$ cat config.mk
export PLATFORM = sky130hd
export DESIGN_NAME = fp_normalizer
export DESIGN_NICKNAME = d
export VERILOG_FILES = /design/src/rtl/fp_normalizer_pkg.sv /design/src/rtl/fp_norm_shift_step.sv /design/src/rtl/fp_normalizer.sv
export SDC_FILE = /design/constraint.sdc
export NUM_CORES = 1
export LEC_CHECK = 0
export ABC_AREA = 1
export BUFFER_PORTS_ARGS = -buffer_cell sky130_fd_sc_hd__buf_2
export CAP_MARGIN = 20
export CORE_MARGIN = 3
export CORE_UTILIZATION = 30
export CTS_CLUSTER_DIAMETER = 100
export DETAILED_ROUTE_END_ITERATION = 10
export GPL_ROUTABILITY_DRIVEN = 0
export GPL_TIMING_DRIVEN = 1
export PLACE_DENSITY = 0.49
export SLEW_MARGIN = 0
export SYNTH_ARGS = -nofsm -noshare
export SYNTH_HDL_FRONTEND = slang
export SYNTH_HIERARCHICAL = 1
export SYNTH_SLANG_ARGS = --single-unit
$ cat constraint.sdc
create_clock -name clk -period 3.8 [get_ports clk]
set_input_delay 0.76 -clock clk [delete_from_list [all_inputs] [get_ports clk]]
set_output_delay 0.76 -clock clk [all_outputs]
set_load 0.01 [all_outputs]
$ cat src/rtl/fp_normalizer_pkg.sv
// Shared definitions for the floating-point post-add normalizer.
// Holds the default field widths, packed-field bit positions for the
// default-width sum/result words, the all-ones exponent, and the FSM
// state encoding.
package fp_normalizer_pkg;

    localparam int FP_E_WIDTH = 8;
    localparam int FP_M_WIDTH = 23;

    // Raw sum word: {sign, exp, mant[M:0]} (mant carries one extra carry bit)
    localparam int SUM_W       = FP_E_WIDTH + FP_M_WIDTH + 2;
    localparam int SUM_SIGN    = SUM_W - 1;
    localparam int SUM_EXP_HI  = SUM_W - 2;
    localparam int SUM_EXP_LO  = FP_M_WIDTH + 1;
    localparam int SUM_MANT_HI = FP_M_WIDTH;

    // Normalized result word: {sign, exp, mant[M-1:0]}
    localparam int RES_W       = FP_E_WIDTH + FP_M_WIDTH + 1;
    localparam int RES_SIGN    = RES_W - 1;
    localparam int RES_EXP_HI  = RES_W - 2;
    localparam int RES_EXP_LO  = FP_M_WIDTH;
    localparam int RES_MANT_HI = FP_M_WIDTH - 1;

    localparam logic [FP_E_WIDTH-1:0] EXP_MAX = '1;

    typedef enum logic [1:0] {
        ST_IDLE  = 2'd0,
        ST_CHECK = 2'd1,
        ST_SHIFT = 2'd2,
        ST_OUT   = 2'd3
    } norm_state_t;

endpackage

$ cat src/rtl/fp_norm_shift_step.sv
// One combinational left-normalization step.
// Ports:
//   exp_cur, mant_cur   current exponent / raw mantissa (carry bit clear)
//   next_exp, next_mant values after at most one left shift
//   done                normalization finished (leading one reached or exp hit 0)
//   unf                 finished without reaching the leading one (denormal)
// The done/unf decision looks at the shifted value so the caller can leave
// its shift loop in the same cycle as the final shift.
module fp_norm_shift_step
    import fp_normalizer_pkg::*;
#(
    parameter int E_WIDTH = FP_E_WIDTH,
    parameter int M_WIDTH = FP_M_WIDTH
) (
    input  logic [E_WIDTH-1:0] exp_cur,
    input  logic [M_WIDTH:0]   mant_cur,
    output logic [E_WIDTH-1:0] next_exp,
    output logic [M_WIDTH:0]   next_mant,
    output logic               done,
    output logic               unf
);

    logic [E_WIDTH-1:0] exp_dec;
    logic [M_WIDTH:0]   mant_shl;

    assign exp_dec  = exp_cur - 1'b1;
    assign mant_shl = {mant_cur[M_WIDTH-1:0], 1'b0};

    always_comb begin
        next_exp  = exp_cur;
        next_mant = mant_cur;
        done      = 1'b1;
        unf       = 1'b0;
        if (exp_cur == '0) begin
            // Exponent exhausted: no further shift possible.
            unf = ~mant_cur[M_WIDTH-1];
        end else if (!mant_cur[M_WIDTH-1]) begin
            next_exp  = exp_dec;
            next_mant = mant_shl;
            done      = mant_shl[M_WIDTH-1] | (exp_dec == '0);
            unf       = ~mant_shl[M_WIDTH-1] & (exp_dec == '0);
        end
    end

endmodule

$ cat src/rtl/fp_normalizer.sv
// Post-add normalization stage. Accepts a raw {sign, exp, mant[M:0]} sum,
// normalizes one shift per cycle, and presents {sign, exp, mant[M-1:0]}
// with zero/overflow/underflow flags. One operation in flight.
// Ports:
//   clk, rst            clock (rising edge), async active-low reset
//   valid_in/ready_in   upstream handshake (ready_in high only when idle)
//   s_case_in, sum_in   special-case marker and raw sum
//   valid_out/ready_out downstream handshake
//   result              normalized packed result
//   zero_flag, ovf_flag, unf_flag  result status, held with result
//
// state | meaning
// IDLE  | waiting for an operand, ready_in high
// CHECK | classify operand: special / zero / carry / normalized / needs shift
// SHIFT | one left shift per cycle until leading one or exponent reaches 0
// OUT   | result presented, held until ready_out
module fp_normalizer
    import fp_normalizer_pkg::*;
#(
    parameter int E_WIDTH = FP_E_WIDTH,
    parameter int M_WIDTH = FP_M_WIDTH
) (
    input  logic                       clk,
    input  logic                       rst,
    input  logic                       valid_in,
    output logic                       ready_in,
    input  logic                       s_case_in,
    input  logic [E_WIDTH+M_WIDTH+1:0] sum_in,
    output logic                       valid_out,
    input  logic                       ready_out,
    output logic [E_WIDTH+M_WIDTH:0]   result,
    output logic                       zero_flag,
    output logic                       ovf_flag,
    output logic                       unf_flag
);

    localparam logic [E_WIDTH-1:0] E_ALL_ONES = '1;
    localparam logic [E_WIDTH-1:0] E_MAX_M1   = E_ALL_ONES - 1'b1;

    norm_state_t state_q, state_d;

    logic                     sign_q, sign_d;
    logic                     scase_q, scase_d;
    logic [E_WIDTH-1:0]       exp_q, exp_d;
    logic [M_WIDTH:0]         mant_q, mant_d;
    logic [E_WIDTH+M_WIDTH:0] result_q, result_d;
    logic                     zero_q, zero_d;
    logic                     ovf_q, ovf_d;
    logic                     unf_q, unf_d;

    logic [E_WIDTH-1:0]       step_exp;
    logic [M_WIDTH:0]         step_mant;
    logic                     step_done;
    logic                     step_unf;

    fp_norm_shift_step #(
        .E_WIDTH (E_WIDTH),
        .M_WIDTH (M_WIDTH)
    ) u_step (
        .exp_cur   (exp_q),
        .mant_cur  (mant_q),
        .next_exp  (step_exp),
        .next_mant (step_mant),
        .done      (step_done),
        .unf       (step_unf)
    );

    always_ff @(posedge clk or negedge rst) begin
        if (!rst) state_q <= ST_IDLE;
        else      state_q <= state_d;
    end

    always_comb begin
        state_d  = state_q;
        sign_d   = sign_q;
        scase_d  = scase_q;
        exp_d    = exp_q;
        mant_d   = mant_q;
        result_d = result_q;
        zero_d   = zero_q;
        ovf_d    = ovf_q;
        unf_d    = unf_q;
        case (state_q)
            ST_IDLE: begin
                if (valid_in) begin
                    sign_d   = sum_in[E_WIDTH+M_WIDTH+1];
                    exp_d    = sum_in[E_WIDTH+M_WIDTH:M_WIDTH+1];
                    mant_d   = sum_in[M_WIDTH:0];
                    scase_d  = s_case_in;
                    result_d = '0;
                    zero_d   = 1'b0;
                    ovf_d    = 1'b0;
                    unf_d    = 1'b0;
                    state_d  = ST_CHECK;
                end
            end
            ST_CHECK: begin
                state_d = ST_OUT;
                if (scase_q) begin
                    result_d = {sign_q, exp_q, mant_q[M_WIDTH-1:0]};
                end else if (mant_q == '0) begin
                    result_d = '0;
                    zero_d   = 1'b1;
                end else if (mant_q[M_WIDTH]) begin
                    // Carry: shift right (truncating). An incremented exponent
                    // of all ones, or an input already at all ones, saturates
                    // to the overflow encoding rather than wrapping.
                    if (exp_q >= E_MAX_M1) begin
                        result_d = {sign_q, E_ALL_ONES, {M_WIDTH{1'b0}}};
                        ovf_d    = 1'b1;
                    end else begin
                        result_d = {sign_q, exp_q + 1'b1, mant_q[M_WIDTH:1]};
                    end
                end else if (mant_q[M_WIDTH-1]) begin
                    result_d = {sign_q, exp_q, mant_q[M_WIDTH-1:0]};
                end else begin
                    state_d = ST_SHIFT;
                end
            end
            ST_SHIFT: begin
                exp_d  = step_exp;
                mant_d = step_mant;
                if (step_done) begin
                    result_d = {sign_q, step_exp, step_mant[M_WIDTH-1:0]};
                    unf_d    = step_unf;
                    state_d  = ST_OUT;
                end
            end
            ST_OUT: begin
                if (ready_out) state_d = ST_IDLE;
            end
            default: state_d = ST_IDLE;
        endcase
    end

    always_ff @(posedge clk or negedge rst) begin
        if (!rst) begin
            sign_q   <= 1'b0;
            scase_q  <= 1'b0;
            exp_q    <= '0;
            mant_q   <= '0;
            result_q <= '0;
            zero_q   <= 1'b0;
            ovf_q    <= 1'b0;
            unf_q    <= 1'b0;
        end else begin
            sign_q   <= sign_d;
            scase_q  <= scase_d;
            exp_q    <= exp_d;
            mant_q   <= mant_d;
            result_q <= result_d;
            zero_q   <= zero_d;
            ovf_q    <= ovf_d;
            unf_q    <= unf_d;
        end
    end

    assign ready_in  = (state_q == ST_IDLE);
    assign valid_out = (state_q == ST_OUT);
    assign result    = result_q;
    assign zero_flag = zero_q;
    assign ovf_flag  = ovf_q;
    assign unf_flag  = unf_q;

endmodule

==> Yosys cells after proc, flatten, opt, wreduce, memory -nomap -nowiden <==
Index checks and enable logic that the tools add are counted.
{ "totals": {"memories": 0, "latch_bits": 0, "mem_bits_ro": 0, "reg_bits": 71, "ramBits": 0, "in_bits": 38, "word_cells": 85} }
{ "op_classes": {"n_mul": 0, "magnitude_cmp": 1, "n_addsub": 2, "n_reduce_logical": 15, "eq_ne": 14, "shifts": 0, "n_div": 0, "n_bitwise": 4, "muxes": 39} }
{ "op_table": {"columns": ["operator", "count"], "rows": [
  ["32-bit 2-to-1 mux", 6],
  ["32-bit case mux with 3 select lines", 1],
  ["24-bit 2-to-1 mux", 3],
  ["24-bit case mux with 2 select lines", 1],
  ["31-bit 2-to-1 mux", 1],
  ["24-bit logical NOT", 1],
  ["8-bit 2-to-1 mux", 3],
  ["2-bit inequality test, second input constant", 9],
  ["8-bit logical NOT", 2],
  ["1-bit 2-to-1 mux", 16],
  ["8-bit case mux with 2 select lines", 1],
  ["4-bit AND reduction", 3],
  ["8-bit by 1-bit adder with 8-bit output, second input constant", 1],
  ["8-bit greater-or-equal comparator, second input constant", 1],
  ["2-bit case mux with 4 select lines", 1],
  ["8-bit by 1-bit subtractor with 8-bit output, second input constant", 1],
  ["2-bit 2-to-1 mux", 3],
  ["1-bit case mux with 2 select lines", 3],
  ["3-bit AND reduction", 2],
  ["6-bit AND reduction", 1],
  ["5-bit inequality test, second input constant", 1],
  ["2-bit == test, second input constant", 2],
  ["2-bit AND reduction", 2],
  ["2-bit nonzero test", 2],
  ["7 further kinds", 8]
]} }

==> Depth between registers and ports, before layout <==
Gate-level depths: netlist of the first run.
{ "logic_depth": {"ltp_word": 7, "depth_mapped": 18, "mapped_depth_nobuf": 17} }

==> Hierarchy <==
Netlist of the first run, hierarchy kept.
{ "by_module_without_submodules": {"columns": ["module", "instances", "cells_per_inst", "area_each_um2"], "rows": [
  ["fp_normalizer", 1, 538, 4067.7],
  ["fp_norm_shift_step", 1, 132, 700.7]
]} }

==> Worst setup path after synthesis of the first run <==
OpenSTA, ideal clock, no wires.
{ "synth_path": {"path_kind": "reg-to-reg", "from": "reg exp_q[0]", "to": "reg result_q[10], in the netlist result[10]", "period_less_slack_ns": 2.335, "slack_ns": 1.465, "stages_incl_launch_ff": 19, "setup_time_ns": 0.121, "n_path_buf": 3, "t_arrival_ns": 2.214, "required_ns": 3.679, "path_cell_list": "dfrtp_1 -> inv_1 -> ha_1 -> nand3_1 -> nor2_4 -> nor2_4 -> buf_6 -> buf_8 -> nand3_1 -> nor2_1 -> clkinv_1 -> nand2_2 -> a21oi_1 -> nand2_2 -> nand2_4 -> inv_2 -> buf_6 -> nand2_1 -> o21ai_2"} }
{ "synth_via": {"elab_chain_len": 7, "elab_cells_between_ends": 16, "classes_between": "add/sub (1); order compare (1); eq/ne (1); mux (9); bitwise (1); reduce/logical (3)"} }
{ "synth_lines": {"columns": ["item", "line_no", "source"], "rows": [
  ["start, declared", "fp_normalizer.sv:44", "logic [E_WIDTH-1:0] exp_q, exp_d;"],
  ["start signal, assigned", "fp_normalizer.sv:149", "exp_q <= exp_d;"],
  ["8-bit by 1-bit subtractor with 8-bit output", "fp_norm_shift_step.sv:26", "assign exp_dec = exp_cur - 1'b1;"],
  ["8-bit logical NOT", "fp_norm_shift_step.sv:40", "done = mant_shl[M_WIDTH-1] | (exp_dec == '0);"],
  ["1-bit OR", "fp_norm_shift_step.sv:40", null],
  ["1-bit 2-to-1 mux", "fp_norm_shift_step.sv:37", "end else if (!mant_cur[M_WIDTH-1]) begin"],
  ["1-bit 2-to-1 mux *", "fp_norm_shift_step.sv:34", "if (exp_cur == '0) begin"],
  ["named net step_done", "fp_normalizer.sv:53", "logic step_done;"],
  ["2-bit inequality test (no line) *", null, null],
  ["4-bit AND reduction (no line) *", null, null],
  ["end signal, assigned", "fp_normalizer.sv:151", "result_q <= result_d;"],
  ["end, declared", "fp_normalizer.sv:46", "logic [E_WIDTH+M_WIDTH:0] result_q, result_d;"]
]} }
The timed path passes the listed nets; every way through them passes the cells marked *. The select of a mux whose other input is x is not followed.
A chain may end at the register's enable or synchronous reset.

==> Final worst setup path of the first run <==
{ "layout_path": {"from": "reg exp_q[0]", "to": "reg result_q[0], in the netlist result[0]"} }
Same word-level chain as after synthesis.

==> results of run 1 <==
cell usage in the layout (no fill, tap or decap), types with 3 or more instances in the layout:
cell type                     n
sky130_fd_sc_hd__buf_2       74
sky130_fd_sc_hd__a31oi_1     33
sky130_fd_sc_hd__nand2_2      6
sky130_fd_sc_hd__clkbuf_16    9
sky130_fd_sc_hd__o21ai_2     32
sky130_fd_sc_hd__o21ai_0     26
sky130_fd_sc_hd__dfrtp_1     71
sky130_fd_sc_hd__nor2_1      61
sky130_fd_sc_hd__o21ai_1      3
sky130_fd_sc_hd__nand2_1    214
sky130_fd_sc_hd__nand3_1     44
sky130_fd_sc_hd__nor2_4       3
sky130_fd_sc_hd__clkbuf_1     4
sky130_fd_sc_hd__ha_1         8
sky130_fd_sc_hd__nor2_2       6
sky130_fd_sc_hd__buf_4        4
sky130_fd_sc_hd__inv_2        5
sky130_fd_sc_hd__inv_1       43
sky130_fd_sc_hd__nand4_1      3
sky130_fd_sc_hd__a21oi_1     52
final cells by class:
cell class              count  area, µm²  area share [%]
flip-flops and latches     71       1777           32.35
multi-input cells         513       2580           46.97
repair buffers             79      420.4           7.654
well taps                 211      264.0           4.806
clock inverters             1      5.005         0.09112
inverters                  51      192.7           3.508
clock buffers              14      254.0           4.624
kinds of logic (layout without fill, tap and decap cells):
group | count (synthesis) | in the layout | share of synthesized area [%]
and+or+nand+nor | 347 | 347 | 30.75
AOI/OAI and AO/OA | 153 | 153 | 19.99
buffers and inverters | 86 | 145 | 8.843
DFF | 71 | 71 | 37.26
adders and majority gates | 9 | 9 | 2.362
xor gates and xnor gates | 3 | 3 | 0.5511
muxes | 1 | 1 | 0.2361
tightest hold or removal path, cell delays in order, from the launching register on:
cell	delay, ns
sky130_fd_sc_hd__dfrtp_1	0.34
sky130_fd_sc_hd__nand2_1	0.05
sky130_fd_sc_hd__nand2_1	0.05
worst paths after layout:
path / from / to / slack, ns / cells past startpoint
max: exp_q[0] / result[0] / 0.94 / 15
min: result[24] / result[24] / 0.47 / 2
max reg2reg: exp_q[0] / result[0] / 0.94 / 15
min reg2reg: result[24] / result[24] / 0.47 / 2
max in group asynchronous: rst / result[30] / 2.55 / 2
min in group asynchronous: rst / result[6] / 0.55 / 1
stage by stage:
step / setup slack, ns / util [%] / total power [µW] / instance area (µm²)
finish: 0.9400 / 35.73 / 5270 / 5493
detailed placement: 0.9848 / 34.05 / 4527 / 5234
CTS: 0.9561 / 35.73 / 5326 / 5493
global placement: 1.112 / 34.05 / 4481 / 5234
floorplan: 1.465 / - / 3854 / 4768
global route: 0.6982 / 35.73 / 5841 / 5493
routing by layer:
metal / track usage (%) / share of wire, %
met2: 25.00 / 45
met3: 2.786 / 5.0
met5: 0 / 0
met4: 5.893 / 1.9
met1: 22.84 / 48
sequential cells by signal (all words and copies together) (netlist names):
register,cells
exp_q,8
state_q,2
unf_flag,1
ovf_flag,1
scase_q,1
mant_q,24
sign_q,1
zero_flag,1
result,32
power by group through the flow:
stage | Clock, µW | Sequential (µW) | Combinational, µW
floorplan | 0 | 1390 | 2460
global placement | 0 | 1450 | 3030
detailed placement | 0 | 1450 | 3070
CTS | 798 | 1440 | 3080
global route | 833 | 1510 | 3500
finish | 772 | 1450 | 3050
==> flow_summary.rst, run 1 <==
.. list-table::
   :header-rows: 1

   * - Metric
     - Value
   * - DRC marker count from the first detailed-route iteration
     - 294
   * - Largest area contributor in the synthesized netlist
     - sky130_fd_sc_hd__dfrtp_1
   * - Setup fix buffers added after clock tree synthesis
     - 0
   * - Via count of the first global-routing pass
     - 4,315
   * - Number of DRC violations after detailed routing
     - 0
   * - Total of warnings raised by yosys
     - 6
   * - Skew final
     - 0.006299 ns
   * - Pin count of the biggest net entering global routing
     - 56
   * - Commonest register cell after synthesis
     - sky130_fd_sc_hd__dfrtp_1
   * - Wire length of the first global-routing pass
     - 22,980 µm
   * - Chip height
     - 132.1 µm
   * - Number of unique standard cell types used by synthesis
     - 40
   * - Maximum net fanout on the critical path
     - 23
   * - # IOs
     - 75
   * - Buffer cell driving the clock tree root
     - sky130_fd_sc_hd__clkbuf_16
   * - Total number of vias
     - 4,572
   * - Global Route Usage Sum
     - 16.21%
   * - Slew headroom
     - 39.04%
   * - Setup CP Type
     - reg2reg
   * - Avg Cell Area, Syn
     - 7.117 µm²
   * - Max-capacitance violation count
     - 0
   * - Final hold violation count
     - 0
   * - Clock sink count
     - 71
   * - Lkg Pwr
     - 0.002718 µW
   * - Number of clock buffers inserted by TritonCTS
     - 9
   * - Min-Delay Path Class
     - reg2reg
   * - Antenna Diode Count
     - 0
   * - Most repeated cell in the gate-level netlist after synthesis
     - sky130_fd_sc_hd__nand2_1
   * - Port-buffer cells
     - 74
   * - Slew at the pin closest to its max-slew limit
     - 0.9145 ns
   * - Commonest cells in the netlist
     - sky130_fd_sc_hd__nand2_1 (214), sky130_fd_sc_hd__dfrtp_1 (71), sky130_fd_sc_hd__nor2_1 (61)
   * - Result of the run
     - complete, no violations
   * - Library cell contributing the largest single delay on the critical path
     - sky130_fd_sc_hd__dfrtp_1
   * - Clock latency on the worst-skew pair
     - 0.34 ns
   * - Placement Rows
     - 45
   * - Area growth from synthesis to layout
     - 15.19%
   * - Ordered cell list for the critical path
     - inv_1 -> ha_1 -> xnor2_1 -> nand3_1 -> nor2_1 -> nand3_1 -> nand3_1 -> nor2_1 -> clkinv_1 -> nand2_2 -> a21oi_1 -> nand2_2 -> nand2_4 -> nand2_4 -> o21ai_0
   * - Share of Yosys cell area claimed by the top area cell type
     - 37.26%
   * - Comb power frac
     - 57.9%
   * - Per-cell routed wire length
     - 14.70 µm
   * - Synth top area cells
     - sky130_fd_sc_hd__dfrtp_1 (37%), sky130_fd_sc_hd__nand2_1 (17%), sky130_fd_sc_hd__o21ai_2 (6.1%)
   * - Most frequent cell on the critical path
     - sky130_fd_sc_hd__nand3_1
   * - Final setup TNS
     - 0 ns
   * - Number of nets with antenna violations after detailed routing
     - 0
   * - Placed cell count
     - 925
   * - Number of flops mapped to enable cells by yosys
     - 0
   * - Fraction of power spent switching nets
     - 52.46%
   * - Cell area after technology mapping
     - 4768 µm²
   * - Layout cells sized above 1
     - 20.85%
   * - Largest stage delay, worst path
     - 0.51 ns
   * - Final number of setup-violating endpoints
     - 0
   * - Unrepaired setup endpoints after global routing
     - false
   * - Fraction of power consumed by sequential logic
     - 27.4%
   * - Critical path data arrival time
     - 3.11 ns
   * - Proportion of synthesized chip area in sequential cells
     - 37.26%
   * - Clock transition at the registers of the reported paths
     - 0.05 ns
   * - Cell family with the largest share of critical-path delay
     - simple AND/OR/NAND/NOR gates
   * - Peak ir drop on the vdd network
     - 0.7088 mV
   * - Switching power total
     - 2765 µW
   * - Quantity of gates resized following cts
     - 0
   * - Net count of the mapped netlist
     - 717
   * - Post-detailed-placement half-perimeter wirelength
     - 9353 µm
   * - Highest achievable clock rate
     - 0.3497 GHz
   * - DIE AREA
     - 17,440 µm²
   * - Period minus WS final
     - 2.860 ns
   * - Number of antenna violations at the first check in global routing
     - 0
   * - Clock share of power
     - 14.7%
   * - Effective utilization at floorplan
     - 31.02%
   * - Share of the clock period used by the worst path
     - 75.26%
   * - Share of flip-flops with an asynchronous set or reset
     - 100.0%
   * - Grt total ovfl
     - 0
   * - Clock tree from TritonCTS
     - done
   * - Internal power contribution
     - 2505 µW
   * - Maximum count of clock buffers along a single path
     - 2
   * - Pre-antenna DRT Iters
     - 5
   * - Pwr dens
     - 959.4 nW/µm²
   * - Number of nets in the finished design
     - 772
   * - Die width
     - 132.1 µm
   * - Cells after Synth
     - 670
   * - Type of destination of the critical path
     - flop
   * - Seq cells post-synth
     - 71
   * - Sum of buffers and inverters on the critical path
     - 2
   * - Req. time, crit path
     - 4.05 ns
   * - Sum of routed wire length over all layers
     - 13,820 µm
   * - Finished Layout Cells
     - 940
   * - Number of hold buffers added after cts
     - 0
   * - Launching element type of the critical path
     - flop
   * - Number of slew-limit violations in the final report
     - 0
   * - Fillers
     - 1,665
   * - Fin Hold WS
     - 0.4725 ns
   * - Number of levels in the clock H-tree
     - 3
   * - Detail-routed via count per cell
     - 4.864
   * - Core region area
     - 15,370 µm²
Note: power is estimated with default switching activity, not from simulation.
==> inputs of run 2 (changes only) <==
--- a/config.mk
+++ b/config.mk
@@ -14,7 +14,7 @@
 export DETAILED_ROUTE_END_ITERATION = 10
 export GPL_ROUTABILITY_DRIVEN = 0
 export GPL_TIMING_DRIVEN = 1
-export PLACE_DENSITY = 0.49
+export PLACE_DENSITY = 0.5
 export SLEW_MARGIN = 0
 export SYNTH_ARGS = -nofsm -noshare
 export SYNTH_HDL_FRONTEND = slang
==> constraint.sdc (replaced) <==
create_clock -name clk -period 2.4 [get_ports clk]
set_input_delay 0.48 -clock clk [delete_from_list [all_inputs] [get_ports clk]]
set_output_delay 0.48 -clock clk [all_outputs]
set_load 0.01 [all_outputs]
==> run 2 against run 1 <==
Net effect:
- non-clock buffer count rose by 25
- highest routed layer unchanged
- sequential cell count did not move
- sequential power grew 53%
- count of clock-buffer cells in the layout did not move
- cell count rose by 2.8%
- hold slack worse by 0.38 ns
- final area rose by 6.5%
- critical path depth is 4 lower
==> flow_summary.rst, run 2 (same netlist as run 1, synthesis figures left out) <==
.. list-table::
   :header-rows: 1

   * - Metric
     - Value
   * - Result of the run
     - complete, no violations (unchanged)
   * - Die width
     - 132.1 µm (unchanged)
   * - Number of nets in the finished design
     - 797 (was 772)
   * - Slew headroom
     - 60.77% (was 39.04%)
   * - Setup CP Type
     - reg2reg (unchanged)
   * - Grt total ovfl
     - 0 (unchanged)
   * - Layout cells sized above 1
     - 25.56% (was 20.85%)
   * - Clock sink count
     - 71 (unchanged)
   * - Pre-antenna DRT Iters
     - 5 (unchanged)
   * - Number of levels in the clock H-tree
     - 3 (unchanged)
   * - Sum of routed wire length over all layers
     - 14,710 µm (was 13,820 µm)
   * - Clock transition at the registers of the reported paths
     - 0.06 ns (was 0.05 ns)
   * - Number of nets with antenna violations after detailed routing
     - 0 (unchanged)
   * - Lkg Pwr
     - 0.002891 µW (was 0.002718 µW)
   * - Total number of vias
     - 4,743 (was 4,572)
   * - Final hold violation count
     - 0 (unchanged)
   * - Maximum net fanout on the critical path
     - 22 (was 23)
   * - Buffer cell driving the clock tree root
     - sky130_fd_sc_hd__clkbuf_16 (unchanged)
   * - Period minus WS final
     - 2.279 ns (was 2.860 ns)
   * - DRC marker count from the first detailed-route iteration
     - 325 (was 294)
   * - Highest achievable clock rate
     - 0.4389 GHz (was 0.3497 GHz)
   * - Core region area
     - 15,370 µm² (unchanged)
   * - Largest stage delay, worst path
     - 0.44 ns (was 0.51 ns)
   * - Post-detailed-placement half-perimeter wirelength
     - 10,150 µm (was 9353 µm)
   * - Finished Layout Cells
     - 966 (was 940)
   * - Chip height
     - 132.1 µm (unchanged)
   * - Setup WS post-layout
     - 0.1215 ns (was 0.9400 ns)
   * - Critical path data arrival time
     - 2.50 ns (was 3.11 ns)
   * - Slew at the pin closest to its max-slew limit
     - 0.5885 ns (was 0.9145 ns)
   * - Number of antenna violations at the first check in global routing
     - 0 (unchanged)
   * - Per-cell routed wire length
     - 15.23 µm (was 14.70 µm)
   * - Clock tree from TritonCTS
     - done (unchanged)
   * - Pwr dens
     - 1596 nW/µm² (was 959.4 nW/µm²)
   * - Type of destination of the critical path
     - flop (unchanged)
   * - Peak ir drop on the vdd network
     - 0.5789 mV (was 0.7088 mV)
   * - Wire length of the first global-routing pass
     - 23,350 µm (was 22,980 µm)
   * - Share of the clock period used by the worst path
     - 94.94% (was 75.26%)
   * - Placed cell count
     - 942 (was 925)
   * - Ordered cell list for the critical path
     - inv_2 -> buf_4 -> ha_1 -> nand3_1 -> nor2_4 -> nor2_4 -> buf_4 -> inv_2 -> o21ai_0 -> a21oi_1 -> o21ai_2 (was inv_1 -> ha_1 -> xnor2_1 -> nand3_1 -> nor2_1 -> nand3_1 -> nand3_1 -> nor2_1 -> clkinv_1 -> nand2_2 -> a21oi_1 -> nand2_2 -> nand2_4 -> nand2_4 -> o21ai_0)
   * - Largest register FFs
     - 32 (unchanged)
   * - Max-capacitance violation count
     - 0 (unchanged)
   * - DIE AREA
     - 17,440 µm² (unchanged)
   * - Pin count of the biggest net entering global routing
     - 56 (unchanged)
   * - Effective utilization at floorplan
     - 31.02% (unchanged)
   * - Min-Delay Path Class
     - in2async (was reg2reg)
   * - Number of DRC violations after detailed routing
     - 0 (unchanged)
   * - Maximum count of clock buffers along a single path
     - 2 (unchanged)
   * - Port-buffer cells
     - 74 (unchanged)
   * - Setup slack at placement
     - -0.02324 ns (was 0.9848 ns)
   * - Number of slew-limit violations in the final report
     - 0 (unchanged)
   * - Detail-routed via count per cell
     - 4.910 (was 4.864)
   * - Area growth from synthesis to layout
     - 22.70% (was 15.19%)
   * - Global Route Usage Sum
     - 16.47% (was 16.21%)
   * - Final number of setup-violating endpoints
     - 0 (unchanged)
   * - Launching element type of the critical path
     - flop (unchanged)
   * - # IOs
     - 75 (unchanged)
   * - Commonest cells after routing, fill and taps aside
     - sky130_fd_sc_hd__nand2_1 (214), sky130_fd_sc_hd__buf_2 (74), sky130_fd_sc_hd__dfrtp_1 (68), sky130_fd_sc_hd__nor2_1 (58), sky130_fd_sc_hd__a21oi_1 (51) (was sky130_fd_sc_hd__nand2_1 (214), sky130_fd_sc_hd__buf_2 (74), sky130_fd_sc_hd__dfrtp_1 (71), sky130_fd_sc_hd__nor2_1 (61), sky130_fd_sc_hd__a21oi_1 (52))
   * - Clock latency on the worst-skew pair
     - 0.34 ns (about the same)
   * - Placement Rows
     - 45 (unchanged)
   * - Most frequent standard cell in the layout excluding fill and tap cells
     - sky130_fd_sc_hd__nand2_1 (unchanged)
   * - Antenna Diode Count
     - 0 (unchanged)
   * - Skew final
     - 0.006101 ns (was 0.006299 ns)
   * - Library cell contributing the largest single delay on the critical path
     - sky130_fd_sc_hd__dfrtp_2 (was sky130_fd_sc_hd__dfrtp_1)
   * - Via count of the first global-routing pass
     - 4,463 (was 4,315)
   * - Req. time, crit path
     - 2.62 ns (was 4.05 ns)
   * - Number of clock buffers inserted by TritonCTS
     - 9 (unchanged)
## run 2: changes by cell type in the layout (fill, tap and decap cells not counted), sizes merged
cell / before / now
clkinvlp: 0 / 1
buf: 79 / 102
clkbuf: 14 / 16
## run 2: repair_timing
action / CTS / global route
endpoints found under the hold margin: 0 / 0
gates resized for setup: 1 / 16
hold buffers: 0 / 0
cloned: 0 / 2
pin swaps: 0 / 5
endpoints found under the setup margin: 16 / 32
setup buffers: 0 / 6
## run 2: layout make-up
| class | instances | area [µm²] |
|---|---|---|
| tap | 211 | 264.0 |
| timing repair buffer | 104 | 693.2 |
| inverter | 51 | 195.2 |
| clock buffer | 14 | 284.0 |
| sequential | 71 | 1780 |
| multi-input combinational | 513 | 2621 |
| fill | 1631 | 9520 |
| clock inverter | 2 | 12.51 |
## run 2: critical path: cells and delay by family (launching register included)
kind                       cells  cell delay, ns
buffers and inverters          4            0.67
DFF                            1            0.44
and+or+nand+nor                3            0.35
adders and majority gates      1            0.13
AOI/OAI and AO/OA              3            0.56
## run 2: power by group
part | internal (µW) | total (µW) | leakage, µW | switching (µW)
clock | 812 | 1340 | 0.000145 | 525
combinational | 2120 | 5780 | 0.00188 | 3660
sequential | 1690 | 2220 | 0.000862 | 532
## run 2: worst paths after layout
kind                       startpoint          to  slack [ns]  cells after the start
setup / recovery             exp_q[1]   result[2]        0.12                     11
hold / removal                    rst   result[3]        0.09                      1
setup reg to reg             exp_q[1]   result[2]        0.12                     11
hold reg to reg            result[20]  result[20]        0.47                      2
max in group asynchronous         rst    exp_q[2]        1.69                      2
min in group clk           sum_in[32]      sign_q        0.37                      2
## run 2: metrics by stage
step | hold WS [ns] | setup TNS (ns) | area (µm²) | power [µW] | utilization, %
floorplan | 0.1844 | 0 | 4768 | 6102 | -
global placement | 0.4630 | 0 | 5411 | 7498 | 35.21
detailed placement | 0.4622 | -0.02478 | 5411 | 7613 | 35.21
CTS | 0.1039 | 0 | 5712 | 8994 | 37.16
global route | 0.1235 | -0.07659 | 5851 | 10210 | 38.06
finish | 0.09160 | 0 | 5851 | 9340 | 38.06
## run 2: metal layers
metal | up-vias | global-route usage [%] | share of wire, %
met2 | 144 | 24.57 | 45
met1 | 2216 | 23.31 | 46
met4 | 0 | 5.426 | 2.1
met5 | - | 0 | 0
met3 | 23 | 4.160 | 6.6
li1 | 2360 | - | -
